## config.mk

```make
export PLATFORM = sky130hd
export DESIGN_NAME = icache_refill_flat
export DESIGN_NICKNAME = d
export VERILOG_FILES = /design/src/rtl/icache_refill_if.sv /design/src/rtl/icache_refill.sv /design/src/flat_wrapper.sv
export SDC_FILE = /design/constraint.sdc
export NUM_CORES = 1
export LEC_CHECK = 0
export CAP_MARGIN = 10
export CORE_ASPECT_RATIO = 1.4
export CORE_MARGIN = 1
export CORE_UTILIZATION = 35
export CTS_CLUSTER_SIZE = 14
export DETAILED_ROUTE_END_ITERATION = 16
export PLACE_DENSITY = 0.64
export SYNTH_ARGS = -nofsm -noshare
export SYNTH_HDL_FRONTEND = slang
export SYNTH_SLANG_ARGS = --single-unit
export TNS_END_PERCENT = 5
```

## constraint.sdc

```tcl
create_clock -name clk -period 4.24 [get_ports clk]
set_clock_uncertainty 0.1 [all_clocks]
set_input_delay 0.848 -clock clk [delete_from_list [all_inputs] [get_ports clk]]
set_output_delay 0.848 -clock clk [all_outputs]
set_load 0.03 [all_outputs]
```

## src/rtl/icache_refill_if.sv

```systemverilog
// rtl/icache_refill_if.sv - memory-controller and cache-fill signal bundle for icache_refill
interface icache_refill_if #(
    parameter int ADDR_W = 32
);
    logic              mem_req;
    logic [ADDR_W-1:0] mem_addr;
    logic              mem_gnt;
    logic [7:0]        mem_din;
    logic              fill_en;
    logic [ADDR_W-1:0] fill_addr;
    logic [31:0]       fill_inst;

    modport master (
        output mem_req, mem_addr, fill_en, fill_addr, fill_inst,
        input  mem_gnt, mem_din
    );

    modport slave (
        input  mem_req, mem_addr, fill_en, fill_addr, fill_inst,
        output mem_gnt, mem_din
    );
endinterface

```

## src/rtl/icache_refill.sv

```systemverilog
// rtl/icache_refill.sv - icache miss refill: 4 byte reads, little-endian assembly, one-cycle fill + IF bypass
// Optional ICACHE_REFILL_PERF_EN adds saturating miss_cnt/abort_cnt outputs.
module icache_refill #(
    parameter int MEM_LAT = 1,
    parameter int ADDR_W  = 32
) (
    input  logic              clk,
    input  logic              rst,
    input  logic              rdy,
    input  logic              fetch_req,
    input  logic [ADDR_W-1:0] pc,
    input  logic              hit_icache,
    input  logic              flush,
    icache_refill_if.master   bus,
    output logic              inst_ready,
    output logic [31:0]       inst_out,
    output logic              busy
`ifdef ICACHE_REFILL_PERF_EN
    ,
    output logic [31:0]       miss_cnt,
    output logic [31:0]       abort_cnt
`endif
);
    localparam logic [1:0] IDLE  = 2'd0;
    localparam logic [1:0] FETCH = 2'd1;
    localparam logic [1:0] DONE  = 2'd2;

    logic [1:0]         state;
    logic [ADDR_W-1:0]  base;
    logic [2:0]         issue_cnt;
    logic [1:0]         rcv_cnt;
    logic [MEM_LAT-1:0] vpipe;
    logic [23:0]        data_buf;
    logic [ADDR_W-1:0]  fill_addr_q;
    logic [31:0]        fill_inst_q;

    logic req, accept, byte_in, fill_fire, abort;

    assign req       = rdy && (state == FETCH) && !issue_cnt[2];
    assign accept    = req && bus.mem_gnt;
    assign byte_in   = (state == FETCH) && vpipe[MEM_LAT-1];
    assign abort     = rdy && flush && (state != IDLE);
    // A flush in the DONE cycle suppresses the strobe even though state is already DONE.
    assign fill_fire = (state == DONE) && !(rdy && flush);

    assign bus.mem_req   = req;
    assign bus.mem_addr  = base + ADDR_W'(issue_cnt);
    assign bus.fill_en   = fill_fire;
    assign bus.fill_addr = fill_addr_q;
    assign bus.fill_inst = fill_inst_q;
    assign inst_ready    = fill_fire;
    assign inst_out      = fill_inst_q;
    assign busy          = (state != IDLE);

    always_ff @(posedge clk) begin
        if (!rst) begin
            state       <= IDLE;
            base        <= '0;
            issue_cnt   <= '0;
            rcv_cnt     <= '0;
            vpipe       <= '0;
            data_buf    <= '0;
            fill_addr_q <= '0;
            fill_inst_q <= '0;
        end else if (rdy) begin
            if (flush || state != FETCH)
                vpipe <= '0;
            else
                vpipe <= MEM_LAT'({vpipe, accept});

            case (state)
                IDLE: begin
                    if (fetch_req && !hit_icache && !flush) begin
                        base      <= pc;
                        issue_cnt <= '0;
                        rcv_cnt   <= '0;
                        state     <= FETCH;
                    end
                end
                FETCH: begin
                    if (flush) begin
                        state     <= IDLE;
                        issue_cnt <= '0;
                        rcv_cnt   <= '0;
                    end else begin
                        if (accept)
                            issue_cnt <= issue_cnt + 3'd1;
                        if (byte_in) begin
                            rcv_cnt <= rcv_cnt + 2'd1;
                            case (rcv_cnt)
                                2'd0:    data_buf[7:0]   <= bus.mem_din;
                                2'd1:    data_buf[15:8]  <= bus.mem_din;
                                2'd2:    data_buf[23:16] <= bus.mem_din;
                                default: begin
                                    // Fourth byte goes straight into the output registers.
                                    state       <= DONE;
                                    fill_addr_q <= base;
                                    fill_inst_q <= {bus.mem_din, data_buf};
                                end
                            endcase
                        end
                    end
                end
                DONE: begin
                    state     <= IDLE;
                    issue_cnt <= '0;
                    rcv_cnt   <= '0;
                end
                default: state <= IDLE;
            endcase
        end
    end

`ifdef ICACHE_REFILL_PERF_EN
    always_ff @(posedge clk) begin
        if (!rst) begin
            miss_cnt  <= '0;
            abort_cnt <= '0;
        end else if (rdy) begin
            if (fill_fire && miss_cnt != 32'hFFFF_FFFF)
                miss_cnt <= miss_cnt + 32'd1;
            if (abort && abort_cnt != 32'hFFFF_FFFF)
                abort_cnt <= abort_cnt + 32'd1;
        end
    end
`endif
endmodule
```

## src/flat_wrapper.sv

```systemverilog
// flat-port wrapper written by rule: the top's interface ports become plain ports
module icache_refill_flat 
#(
    parameter int MEM_LAT = 1,
    parameter int ADDR_W  = 32
)
  (clk, rst, rdy, fetch_req, pc, hit_icache, flush, inst_ready, inst_out, busy, bus_mem_req, bus_mem_addr, bus_fill_en, bus_fill_addr, bus_fill_inst, bus_mem_gnt, bus_mem_din);
  icache_refill_if #(.ADDR_W(ADDR_W)) bus_i ();
  input  logic clk;
  input  logic rst;
  input  logic rdy;
  input  logic fetch_req;
  input  logic [ADDR_W-1:0] pc;
  input  logic hit_icache;
  input  logic flush;
  output logic inst_ready;
  output logic [31:0] inst_out;
  output logic busy;
  output wire logic [$bits(bus_i.mem_req)-1:0] bus_mem_req;
  output wire logic [$bits(bus_i.mem_addr)-1:0] bus_mem_addr;
  output wire logic [$bits(bus_i.fill_en)-1:0] bus_fill_en;
  output wire logic [$bits(bus_i.fill_addr)-1:0] bus_fill_addr;
  output wire logic [$bits(bus_i.fill_inst)-1:0] bus_fill_inst;
  input wire logic [$bits(bus_i.mem_gnt)-1:0] bus_mem_gnt;
  input wire logic [$bits(bus_i.mem_din)-1:0] bus_mem_din;
  assign bus_mem_req = bus_i.mem_req;
  assign bus_mem_addr = bus_i.mem_addr;
  assign bus_fill_en = bus_i.fill_en;
  assign bus_fill_addr = bus_i.fill_addr;
  assign bus_fill_inst = bus_i.fill_inst;
  assign bus_i.mem_gnt = bus_mem_gnt;
  assign bus_i.mem_din = bus_mem_din;
  icache_refill #(.MEM_LAT(MEM_LAT), .ADDR_W(ADDR_W)) u_core (.clk(clk), .rst(rst), .rdy(rdy), .fetch_req(fetch_req), .pc(pc), .hit_icache(hit_icache), .flush(flush), .bus(bus_i), .inst_ready(inst_ready), .inst_out(inst_out), .busy(busy));
endmodule
```

# --- Word-level counts from Yosys, hierarchy flattened ---
# Cells that the tools add are included.
op_classes:
  mux: 14
  reduce_logical: 26
  eq_ne: 9
  bitwise: 2
  n_addsub: 3
op_table:
  columns: ["op", "n"]
  rows:
  - ["32-bit by 3-bit adder with 32-bit output", 1]
  - ["5-bit AND reduction", 4]
  - ["2-bit two-way mux", 7]
  - ["4-bit AND reduction", 3]
  - ["3-bit two-way mux", 3]
  - ["3-bit one-hot mux with 3 select lines", 1]
  - ["1-bit logical AND", 8]
  - ["3-bit by 2-bit != test with 1-bit output, second input constant", 2]
  - ["2-bit one-hot mux with 3 select lines", 1]
  - ["2-bit by 1-bit equality test with 1-bit output, second input constant", 2]
  - ["2-bit equality test, second input constant", 2]
  - ["1-bit zero test", 4]
  - ["2-bit zero test", 2]
  - ["2-bit by 1-bit != test with 1-bit output, second input constant", 2]
  - ["2-bit one-hot mux with 2 select lines", 1]
  - ["3-bit by 1-bit adder with 3-bit output, second input constant", 1]
  - ["3-bit != test, second input constant", 1]
  - ["3-bit AND reduction", 1]
  - ["3-bit nonzero test", 1]
  - ["3-bit OR reduction", 1]
  - ["2-bit by 1-bit adder with 2-bit output, second input constant", 1]
  - ["1-bit inverter", 2]
  - ["2-bit nonzero test", 1]
  - ["1-bit logical OR", 1]
  - ["1-bit two-way mux", 1]
word_totals:
  reg_bits: 128
  out_inout_bits: 132
  inputBits: 47

# --- Depth between registers and ports, before layout ---
depth:
  ltp_word: 7
  mapped_depth: 7
  mapped_depth_nobuf: 7

# --- Worst setup path before layout ---
# No wires, ideal clock.
synth_timing:
  path_kind: "input -> output"
  startpoint: "input rdy"
  endpoint: "output inst_ready"
  t_arrival_ns: 2.299
  slack_ns: 0.993
  stages: 4
  path_buffers: 3
  cell_sequence: "buf_2 > buf_2 > a211oi_1 > buf_4"
synth_via:
  elab_chain_len: 3
synth_rtl:
  columns: ["element", "line_no", "source"]
  rows:
  - ["start, declared", "flat_wrapper.sv:11", "input logic rdy;"]
  - ["1-bit logical AND", null, null]
  - ["1-bit zero test", "icache_refill.sv:44", "assign fill_fire = (state == DONE) && !(rdy && flush);"]
  - ["1-bit logical AND", "icache_refill.sv:44", null]
  - ["end, declared", "flat_wrapper.sv:16", "output logic inst_ready;"]
# No other way between the ends.

# --- Worst setup path after layout ---
layout_timing:
  startpoint: "register u_core.issue_cnt[0]"
  endpoint: "output bus_mem_addr[26]"
layout_via:
  elab_chain_len: 1
layout_rtl:
  columns: ["element", "line_no", "source"]
  rows:
  - ["start, declared", "icache_refill.sv:30", "logic [2:0] issue_cnt;"]
  - ["start signal, assigned", "icache_refill.sv:87", "issue_cnt <= issue_cnt + 3'd1;"]
  - ["32-bit by 3-bit adder with 32-bit output", "icache_refill.sv:47", "assign bus.mem_addr = base + ADDR_W'(issue_cnt);"]
  - ["end, declared", "flat_wrapper.sv:20", "output wire logic [$bits(bus_i.mem_addr)-1:0] bus_mem_addr;"]
# No other way between the ends.

==> results.md <==
* WHS at approximately 350 ps
* Min cycle time layout at between 4000 and 5000 ps
* Max-slew violations at 0
* Largest net degree at the start of global routing at 112
* Worst path slowest cell: clkdlybuf4s50_1
* Vias in the first global route at 4678
* Critical Path Start: u_core.issue_cnt[0]$_SDFFE_PN0P_
* CTS buffer count at 17
* PD cells at 362 mW/mm^2
* Routed vias at between 4000 and 5000
* Tcrit/Tclk final at 0.949
* Root Buffer: clkbuf_16
* Detailed Routing Iterations Pass 1 at 4
* Maximum vdd drop at 0.190 mV
* Post-Syn Nets at 744
* Chip height at 157 um
* Area grow syn2layout at 38.9%
* Synth Register Bits at roughly 130
* CP required at 3290 ps
* Clk network pwr share at 0.547
* Initial core utilization at 0.358
* Max Cap Violations at 0
* CTS clk-pin slew, worst paths at 60 ps
* Die width at between 100 and 150 um
* Seq pwr share at 0.405
* R2R Path Start: u_core.state[0]$_SDFFE_PN0P_
* Seq/Total Area, Yosys at 0.427
* Sw Ratio at 0.209
* Core ar. at 0.0167 mm^2
* # setup viols final at 0
* Post-CTS Resized at 0
* Buffers plus inverters on the worst setup path at 2
* Post-CTS Setup Bufs at 0
* Post-route cell area at 0.00833 mm^2
* Setup TNS at 0 ps
* Initial antenna violation count at 0
* Routed wire length per instance at between 10 and 15 um
* Post-Syn Instances at between 600 and 700
* Outcome: finished clean
* Int Pwr at 2.38 mW
* GRT Total Usage at 0.182
* Startpoint Class: register
* Routed vias/inst at 4.82
* Critical-path cell list: ha_1 > inv_1 > fa_1 > nor2b_2 > o2111ai_4 > nor3b_2 > xor2_1 > clkdlybuf4s50_1
* Post-synth EDFFs at 0
* Count of unique library cells instantiated by Yosys at 41
* Iter 0 DRT Violations at about 240
* Levels on crit path at 8
* CP endpoint kind: primary output
* Worst Min Path Start: u_core.data_buf[21]$_SDFFE_PN0P_
* Worst-margin pin slew at ~950 ps
* Syn avg cell area at 8.72 um^2
* RSZ-0062 raised after global routing: false
* Post-DP HPWL at 10.6 mm
* DRC violations left at 0
* CTS tree: built
* # hold bufs at CTS at 0
* # port buffers at 178
* Fmax at 248 MHz
* Crit-path leading delay family: buffers and inverters
* Async set-reset flop share out of synthesis at 0
* Yosys warns at 0
* R2r worst-path depth at 6
* Final Net Count at 874
* Comb pwr share at 0.048
* Post-DP Area at between 0.007 and 0.008 mm^2
* Hold Crit Depth at 2
* Hold violation count in the final report at 0
* Ys flop type: dfxtp_1
* Hold WC Path Type: register to register
* Synthesized cell area at around 0.006 mm^2
* First-pass GRT wire length at 25.0 mm
* Critical path arrival at approximately 3100 ps
* Num rows at 56
* Crit Path Class: register to primary output
* Clock Sinks at 128
* Clock Tree Buf Depth at 2
* Clock H-tree levels at 4
* DIE AREA at around 0.018 mm^2
* Layout cells sized above 1 at 0.0710
* Placer Congestion at 0.798
* Util after Layout at 0.497
* Slew headroom at 0.365
* Antenna-violating nets left at 0
* GRT overflow at 0
* CP max FO at 10
* Sw Pwr at 0.631 mW
* ANT cells at 0
* Clk_lat worst skew at 400 ps
* Routed WL at 15.5 mm
* P_leak at between 3 and 4 nW
* Ports at 179
* Crit-path max cell delay at 690 ps
## flip-flops by register name, indices dropped and copies added (netlist names)
signal,flops
u_core.base,32
u_core.bus.fill_addr,32
u_core.bus.fill_inst,32
u_core.data_buf,24
u_core.issue_cnt,3
u_core.rcv_cnt,2
u_core.state,2
u_core.vpipe,1
## cell type report
type	count	area, um^2
inverters	9	33.8
well taps	203	254
repair buffers	185	1860
fillers	1600	8420
multi-input cells	477	2950
clock buffers	20	467
clock inverters	12	203
flip-flops and latches	128	2560
## layout by cell type, fill, tap and decap left out, drive strengths merged, types with 2 or more instances in the layout
master           n
a211oi           2
a21boi         100
a21o             2
a21oi            5
and3             4
and4             8
buf              8
bufinv           5
clkbuf          20
clkdlybuf4s50  172
clkinv           4
dfxtp          128
dlymetal6s2s     5
ha               8
inv             11
mux2i           25
nand2          204
nand3           12
nand4           15
nor2             8
nor2b           27
nor3             4
nor3b            3
nor4             2
o2111ai          2
o21ai            8
xnor2           16
xor2            14
## worst register-to-register path, delay by kind of cell (launching register included)
kind | cells | cell delay [ps]
simple gates | 3 | 790
compound gates | 1 | 180
flops | 1 | 450
buf+inv | 2 | 510
## stage by stage
step	worst slack, ps	total power, mW	cells
2_1_floorplan	993	1.32	688
3_3_place_gp	491	1.40	1002
3_5_place_dp	466	1.40	1002
4_1_cts	13.0	3.06	1034
5_1_grt	0.737	3.13	1034
6_report	216	3.02	1034
## cell usage after synthesis (all sizes together), types with 2 or more instances
cell type | count | area share
nand3 | 12 | 0.010
and4 | 8 | 0.012
buf | 56 | 0.064
inv | 9 | 0.0056
clkbuf | 18 | 0.011
dfxtp | 128 | 0.43
nor2b | 27 | 0.028
mux2i | 25 | 0.042
nand2 | 204 | 0.13
nor4 | 2 | 0.0056
nor2 | 8 | 0.0050
nor3b | 3 | 0.0073
o21ai | 8 | 0.0067
a211oi | 2 | 0.0025
xnor2 | 16 | 0.023
a21boi | 100 | 0.13
a21o | 2 | 0.0025
o2111ai | 2 | 0.0058
ha | 8 | 0.017
nor3 | 4 | 0.0033
xor2 | 14 | 0.020
nand4 | 15 | 0.023
a21oi | 5 | 0.0042
and3 | 4 | 0.0044
## power groups by stage
stage	clock network [mW]	logic, mW	registers, mW
6_report	1.65	0.146	1.22
3_5_place_dp	0	0.148	1.25
4_1_cts	1.69	0.149	1.22
2_1_floorplan	0	0.0720	1.24
5_1_grt	1.75	0.157	1.22
3_3_place_gp	0	0.148	1.25
## path summary, 6_finish.rpt
check	to	slack [ps]
hold / removal	u_core.bus.fill_inst[21]$_SDFFE_PN0P_	350
setup / recovery	bus_mem_addr[26]	220
setup reg to reg	u_core.bus.fill_addr[10]$_SDFFE_PN0P_	2130
hold reg to reg	u_core.bus.fill_inst[21]$_SDFFE_PN0P_	350
## routing by layer
| layer | vias up | wire length, um | global-route usage |
|---|---|---|---|
| li1 | 2504 | - | - |
| met1 | 2328 | 6500 | 0.206 |
| met2 | 130 | 8120 | 0.333 |
| met3 | 21 | 544 | 0.0321 |
| met4 | 0 | 332 | 0.0762 |
| met5 | - | 0 | 0 |
## cells by family (layout without fill, tap and decap cells)
group | count (synthesis) | after routing | share of synthesized area
buf+inv | 83 | 226 | 0.0812
xor+xnor | 30 | 30 | 0.0438
flops | 128 | 128 | 0.427
compound gates | 121 | 121 | 0.150
fa+ha+maj | 9 | 9 | 0.0200
mux | 25 | 25 | 0.0417
simple gates | 292 | 292 | 0.236
(Power assumes the default switching activity.)
